[config.mk]
export PLATFORM = sky130hd
export DESIGN_NAME = muldiv_unit
export DESIGN_NICKNAME = d
export VERILOG_FILES = /design/src/rtl/muldiv_unit_pkg.sv /design/src/rtl/muldiv_unit_div_radix2.sv /design/src/rtl/muldiv_unit.sv
export SDC_FILE = /design/constraint.sdc
export NUM_CORES = 1
export LEC_CHECK = 0
export CORE_MARGIN = 2
export CORE_UTILIZATION = 59
export DETAILED_ROUTE_END_ITERATION = 10
export GPL_TIMING_DRIVEN = 1
export PLACE_DENSITY_LB_ADDON = 0.2
export SLEW_MARGIN = 25
export SYNTH_ARGS = -nofsm -noshare
export SYNTH_HDL_FRONTEND = slang
export SYNTH_HIERARCHICAL = 1
export SYNTH_SLANG_ARGS = --single-unit
export TNS_END_PERCENT = 10
[constraint.sdc]
create_clock -name clk -period 6.1 [get_ports clk]
set_input_delay 0.915 -clock clk [delete_from_list [all_inputs] [get_ports clk]]
set_output_delay 0.915 -clock clk [all_outputs]
set_load 0.02 [all_outputs]
[src/rtl/muldiv_unit_pkg.sv]
// rtl/muldiv_unit_pkg.sv - ALU control codes, FSM state encoding and helpers shared by the muldiv unit.
package muldiv_unit_pkg;

  localparam logic [4:0] ADD_CONTROL   = 5'b00010;
  localparam logic [4:0] MULT_CONTROL  = 5'b11000;
  localparam logic [4:0] MULTU_CONTROL = 5'b11001;
  localparam logic [4:0] DIV_CONTROL   = 5'b11010;
  localparam logic [4:0] DIVU_CONTROL  = 5'b11011;

  localparam logic [5:0] LAST_ITER = 6'd31;

  typedef enum logic [1:0] {
    ST_IDLE = 2'd0,
    ST_MUL  = 2'd1,
    ST_DIV  = 2'd2,
    ST_DONE = 2'd3
  } state_e;

  // Magnitude of a two's-complement operand; unsigned ops pass through untouched.
  function automatic logic [31:0] abs_if(input logic [31:0] v, input logic is_signed);
    return (is_signed && v[31]) ? -v : v;
  endfunction

endpackage

[src/rtl/muldiv_unit_div_radix2.sv]
// rtl/muldiv_unit_div_radix2.sv - One restoring radix-2 divide step: shift in a dividend bit, trial subtract, shift out a quotient bit.
module div_radix2 (
  input  logic [32:0] rem_i,
  input  logic [31:0] quot_i,
  input  logic [31:0] divisor_i,
  output logic [32:0] rem_o,
  output logic [31:0] quot_o
);

  logic [33:0] diff;
  logic        ge;

  always_comb begin
    diff   = {rem_i, quot_i[31]} - {2'b00, divisor_i};
    ge     = ~diff[33];
    rem_o  = ge ? diff[32:0] : {rem_i[31:0], quot_i[31]};
    quot_o = {quot_i[30:0], ge};
  end

endmodule

[src/rtl/muldiv_unit.sv]
// rtl/muldiv_unit.sv - Multi-cycle MULT/MULTU/DIV/DIVU unit producing HI/LO.
// MULDIV_FAST_MUL_EN selects a single-cycle array multiply instead of 32-step shift-add.
module muldiv_unit
  import muldiv_unit_pkg::*;
(
  input  logic        clk,
  input  logic        rst,
  input  logic        start,
  input  logic [4:0]  alu_control,
  input  logic [31:0] a,
  input  logic [31:0] b,
  input  logic        flush,
  output logic        busy,
  output logic        done,
  output logic [31:0] hi,
  output logic [31:0] lo
);

  state_e      state_q, state_d;
  logic [5:0]  cnt_q, cnt_d;
  logic [32:0] work_hi_q, work_hi_d;
  logic [31:0] work_lo_q, work_lo_d;
  logic [31:0] operand_q, operand_d;
  logic [31:0] hi_q, hi_d, lo_q, lo_d;
  logic        neg_q, neg_d, neg_rem_q, neg_rem_d, b_zero_q, b_zero_d;

  logic        is_mul_op, is_div_op, is_signed, accept;
  logic [31:0] mag_a, mag_b;
  logic [32:0] div_rem;
  logic [31:0] div_quot, quot_fix, rem_fix;
  logic [63:0] prod, mul_res;
`ifndef MULDIV_FAST_MUL_EN
  logic [32:0] sum;
`endif

  assign busy = (state_q == ST_MUL) || (state_q == ST_DIV);
  assign done = (state_q == ST_DONE);
  assign hi   = hi_q;
  assign lo   = lo_q;

  // Divide: work_hi = partial remainder, work_lo = dividend shifting out / quotient shifting in.
  div_radix2 u_div (
    .rem_i     (work_hi_q),
    .quot_i    (work_lo_q),
    .divisor_i (operand_q),
    .rem_o     (div_rem),
    .quot_o    (div_quot)
  );

  always_comb begin
    is_mul_op = (alu_control == MULT_CONTROL) || (alu_control == MULTU_CONTROL);
    is_div_op = (alu_control == DIV_CONTROL)  || (alu_control == DIVU_CONTROL);
    is_signed = (alu_control == MULT_CONTROL) || (alu_control == DIV_CONTROL);
    accept    = start && !flush && (is_mul_op || is_div_op) &&
                ((state_q == ST_IDLE) || (state_q == ST_DONE));
    mag_a     = abs_if(a, is_signed);
    mag_b     = abs_if(b, is_signed);
  end

  // Multiply: operand = multiplicand, {work_hi, work_lo} = accumulator with multiplier in the low half.
  always_comb begin
`ifdef MULDIV_FAST_MUL_EN
    prod = 64'(operand_q) * 64'(work_lo_q);
`else
    sum  = {1'b0, work_hi_q[31:0]} + {1'b0, (work_lo_q[0] ? operand_q : 32'd0)};
    prod = {sum, work_lo_q[31:1]};
`endif
    mul_res  = neg_q ? -prod : prod;
    quot_fix = b_zero_q ? 32'hFFFF_FFFF : (neg_q ? -div_quot : div_quot);
    rem_fix  = neg_rem_q ? -div_rem[31:0] : div_rem[31:0];
  end

  always_comb begin
    state_d   = state_q;
    cnt_d     = cnt_q;
    work_hi_d = work_hi_q;
    work_lo_d = work_lo_q;
    operand_d = operand_q;
    hi_d      = hi_q;
    lo_d      = lo_q;
    neg_d     = neg_q;
    neg_rem_d = neg_rem_q;
    b_zero_d  = b_zero_q;

    case (state_q)
      ST_IDLE, ST_DONE: begin
        state_d = ST_IDLE;
        if (accept) begin
          state_d   = is_mul_op ? ST_MUL : ST_DIV;
          cnt_d     = 6'd0;
          work_hi_d = 33'd0;
          work_lo_d = is_mul_op ? mag_b : mag_a;
          operand_d = is_mul_op ? mag_a : mag_b;
          neg_d     = is_signed && (a[31] ^ b[31]);
          neg_rem_d = is_signed && a[31];
          b_zero_d  = (b == 32'd0);
        end
      end
      ST_MUL: begin
`ifdef MULDIV_FAST_MUL_EN
        hi_d    = mul_res[63:32];
        lo_d    = mul_res[31:0];
        state_d = ST_DONE;
`else
        work_hi_d = {1'b0, sum[32:1]};
        work_lo_d = {sum[0], work_lo_q[31:1]};
        cnt_d     = cnt_q + 6'd1;
        if (cnt_q == LAST_ITER) begin
          hi_d    = mul_res[63:32];
          lo_d    = mul_res[31:0];
          state_d = ST_DONE;
        end
`endif
      end
      ST_DIV: begin
        work_hi_d = div_rem;
        work_lo_d = div_quot;
        cnt_d     = cnt_q + 6'd1;
        if (cnt_q == LAST_ITER) begin
          hi_d    = rem_fix;
          lo_d    = quot_fix;
          state_d = ST_DONE;
        end
      end
      default: state_d = ST_IDLE;
    endcase

    // Flush beats everything, including a same-cycle start or a final iteration.
    if (flush) begin
      state_d = ST_IDLE;
      cnt_d   = 6'd0;
      hi_d    = hi_q;
      lo_d    = lo_q;
    end
  end

  always_ff @(posedge clk) begin
    if (rst) begin
      state_q   <= ST_IDLE;
      cnt_q     <= 6'd0;
      work_hi_q <= 33'd0;
      work_lo_q <= 32'd0;
      operand_q <= 32'd0;
      hi_q      <= 32'd0;
      lo_q      <= 32'd0;
      neg_q     <= 1'b0;
      neg_rem_q <= 1'b0;
      b_zero_q  <= 1'b0;
    end else begin
      state_q   <= state_d;
      cnt_q     <= cnt_d;
      work_hi_q <= work_hi_d;
      work_lo_q <= work_lo_d;
      operand_q <= operand_d;
      hi_q      <= hi_d;
      lo_q      <= lo_d;
      neg_q     <= neg_d;
      neg_rem_q <= neg_rem_d;
      b_zero_q  <= b_zero_d;
    end
  end

endmodule

==> run_results.csv <==
group,metric,value,unit
routing,met2_length,23800,µm
yosys,syn_nets,2354,
timing,post-route-min-period,5.96,ns
floorplan,fp-row-count,60,
floorplan,dieHeight,170,µm
routing,wl_per_cell,20.8,µm
floorplan,start_util,0.602,
timing,final.setup.worst_slack,0.137,ns
worst_setup_path,reg2regPathDepth,20,
worst_setup_path,worst_r2r_endpoint,"hi[29]",
hold_path,min_to,"hi[23]",
final_layout,layout.nets,2377,
routing,antenna_left,0,
timing,relSlewSlack,0.407,
worst_setup_path,critPathSlowestCell,"or4_1",
routing,wl_met1,22700,µm
yosys,netlist-cell-type-count,87,
global_routing,antenna_found_initial,0,
status,status,"finished, final reports clean",
hold_path,hold_path_class,"flip-flop to flip-flop",
final_layout,postLayoutCoreUtil,0.678,
pwr,p_total,0.00304,W
pwr,power_density,166,nW/µm²
global_routing,grt_max_degree,91,
yosys,ys_seq_area_frac,0.212,
routing,vias,17381,
routing,top_layer,"met4",
routing,drt_iter0_drc,2426,
timing,fmax,168,MHz
yosys,syn_avg_cell_area,7.38,µm²
floorplan,num_io_pins,139,
final_layout,area_delta_synth_final,12.6,%
timing,skew,0.0256,ns
final_layout,drive_gt1_frac,0.0602,
place,dp_slack,0.0154,ns
final_layout,fillers,2293,
floorplan,fp.dieArea,28900,µm²
routing,wirelength,53800,µm
yosys,ys.flop_type,"dfxtp_1",
pwr,vdd_drop_max,0.182,mV
global_routing,grt_pass1_wl,83900,µm
pwr,leakage,6.79,nW
place,hpwl,39800,µm
timing,fin_crit_sh,0.978,
floorplan,core_region_area,27000,µm²
final_layout,diodes,0,
timing,hold_viol,0,
global_routing,grt_pass1_vias,15582,
routing,met3_length,5150,µm
worst_setup_path,end_kind,"flip-flop",
routing,drt_pass1_iterations,7,
run,maxCapViolations,0,
hold_path,hold_start,"hi[23]",
worst_setup_path,rrSetupSlack,0.14,ns
clock_tree,cts_root_buffer,"clkbuf_16",
worst_setup_path,crit_path_max_incr_delay,0.59,ns
worst_setup_path,crit_arrival,6.32,ns
worst_setup_path,crit_chain,"ha_1, nand4_1, or3b_1, a211oi_4, o31ai_1, and3_4, o31ai_4, buf_4, xor2_4, buf_4, mux2_1, or4_1, nor3_1, nand2b_1, or3_1, o31ai_1, xor2_1, a21oi_1, a21oi_1, a311oi_1",
yosys,synth_edf_count,0,
floorplan,die_w,170,µm
clock_tree,cts_tree,"built",
timing,slew_violations,0,
timing,final-setup-viol-count,0,
clock_tree,clk_pin_slew,0.08,ns
yosys,synthArstFlopShare,0,
yosys,synth_cells,2206,
clock_tree,clockBufferDepth,2,
yosys,ys_seq_elements,172,
worst_setup_path,critPathLaunchType,"flip-flop",
routing,drc,0,
place,gp_congestion,0.976,
yosys,ys_warn_count,6,
global_routing,grt_overflow,0,
place,io_buffer_count,138,
yosys,syn_area,16300,µm²
worst_setup_path,reg2reg_from,"work_hi_q[11]",
clock_tree,cts_buffers,17,
worst_setup_path,crit_required,6.45,ns
clock_tree,cts_sinks,172,
clock_tree,cts_htree_levels,4,
global_routing,grt_util_all_layers,0.362,
worst_setup_path,cp_max_fo,23,
routing,vias_per_cell,6.73,
hold_path,holdPathStages,2,
timing,tightest_slew,0.889,ns
timing,hold_slack,0.449,ns
worst_setup_path,critPathKind,"flip-flop to flip-flop",
clock_tree,clk_latency,0.46,ns
==> per-layer routing <==
metal  up-vias  track usage
met5         -            0
met4         0        0.133
met3       152       0.0623
met2       968        0.568
met1      8118        0.496
li1       8143            -
==> repair_timing <==
| action | 4_1_cts | 5_1_grt |
|---|---|---|
| pin swaps | 0 | 2 |
| setup buffers | 4 | 6 |
| gates cloned | 0 | 1 |
| setup endpoints to repair | 1 | 6 |
| resized for setup | 0 | 8 |
| hold buffers | 0 | 0 |
==> cells in the final DEF, fill, tap and decap left out, drive strengths merged, types with 10 or more instances in the layout <==
master / n
clkbuf: 17
nand2: 266
o21ai: 138
o21a: 11
clkdlybuf4s50: 137
dfxtp: 172
xor2: 69
a21oi: 214
nor4: 17
nor3: 38
buf: 37
nor2b: 10
a21o: 35
or2: 16
o211ai: 63
or4: 22
a31oi: 11
mux2: 25
mux2i: 20
a211oi: 27
or3: 37
nand2b: 17
xnor2: 146
nor2: 171
and3: 14
o221ai: 35
o41ai: 20
nand4: 16
and2: 45
o31ai: 48
a222oi: 51
inv: 87
ha: 73
nand3: 23
==> synth_stat cells, types with 12 or more instances <==
master / number / area share
nand2_1: 266 / 0.061
a21oi_1: 211 / 0.065
dfxtp_1: 172 / 0.21
nor2_1: 171 / 0.039
xnor2_1: 146 / 0.079
o21ai_0: 132 / 0.041
clkbuf_1: 122 / 0.028
inv_1: 76 / 0.018
ha_1: 73 / 0.056
xor2_1: 68 / 0.037
o211ai_1: 63 / 0.029
a222oi_1: 51 / 0.031
o31ai_1: 46 / 0.021
and2_1: 44 / 0.017
nor3_1: 38 / 0.012
or3_1: 36 / 0.014
a21o_1: 35 / 0.016
buf_4: 35 / 0.016
o221ai_1: 35 / 0.019
a211oi_1: 23 / 0.011
nand3_1: 23 / 0.0071
mux2_1: 20 / 0.014
mux2i_1: 20 / 0.012
o41ai_1: 19 / 0.010
or4_1: 18 / 0.0083
nand2b_1: 17 / 0.0065
nand4_1: 16 / 0.0062
nor4_1: 16 / 0.0062
or2_2: 16 / 0.0062
and3_1: 13 / 0.0050
buf_1: 12 / 0.0028
==> worst max-delay path by stage <==
stage             startpoint     end  cells after the start
2_1_floorplan   operand_q[6]  hi[29]                     22
3_3_place_gp    operand_q[8]  hi[31]                     20
3_5_place_dp    operand_q[8]  hi[29]                     20
4_1_cts         operand_q[8]  hi[28]                     22
5_1_grt        operand_q[13]  hi[29]                     21
6_report       work_hi_q[11]  hi[29]                     20
==> through the flow <==
stage | instances | instance area (µm²) | setup TNS (ns)
floorplan | 2206 | 16300 | 0
global placement | 2539 | 17500 | 0
detailed placement | 2540 | 17600 | 0
CTS | 2576 | 18200 | 0
global route | 2583 | 18300 | -0.0780
finish | 2583 | 18300 | 0
==> registers in the layout, indices dropped and copies added, names as in the netlist <==
| signal | flops |
|---|---|
| neg_rem_q | 1 |
| work_lo_q | 32 |
| state_q | 2 |
| operand_q | 32 |
| work_hi_q | 33 |
| cnt_q | 6 |
| neg_q | 1 |
| b_zero_q | 1 |
| hi | 32 |
| lo | 32 |
==> critical path: cells and delay by family, from the launching register on <==
family	cells	cell delay, ns
simple gates	7	2.28
compound gates	7	1.39
buf+inv	2	0.56
mux	1	0.46
fa+ha+maj	1	0.41
xor+xnor	2	0.40
flops	1	0.37
==> cell type report <==
type | count | area (µm²) | share of cell area
Clock inverter | 15 | 194 | 0.0106
Inverter | 76 | 285 | 0.0156
Sequential cell | 172 | 3450 | 0.188
Multi-Input combinational cell | 1788 | 11900 | 0.649
Clock buffer | 17 | 425 | 0.0232
Tap cell | 341 | 427 | 0.0233
Timing Repair Buffer | 174 | 1660 | 0.0907
==> where the power goes <==
| group | switching [W] | internal (W) |
|---|---|---|
| registers | 0.0000177 | 0.00113 |
| clock network | 0.000607 | 0.000570 |
| logic | 0.000431 | 0.000289 |
| total | 0.00106 | 0.00199 |
==> kinds of logic after synthesis <==
group,count (synthesis),synth area share
xor+xnor,214,0.115
mux,45,0.0296
buf+inv,247,0.0660
simple gates,718,0.211
fa+ha+maj,75,0.0586
compound gates,735,0.308
flops,172,0.212
Note: power is estimated with default switching activity, not from simulation.
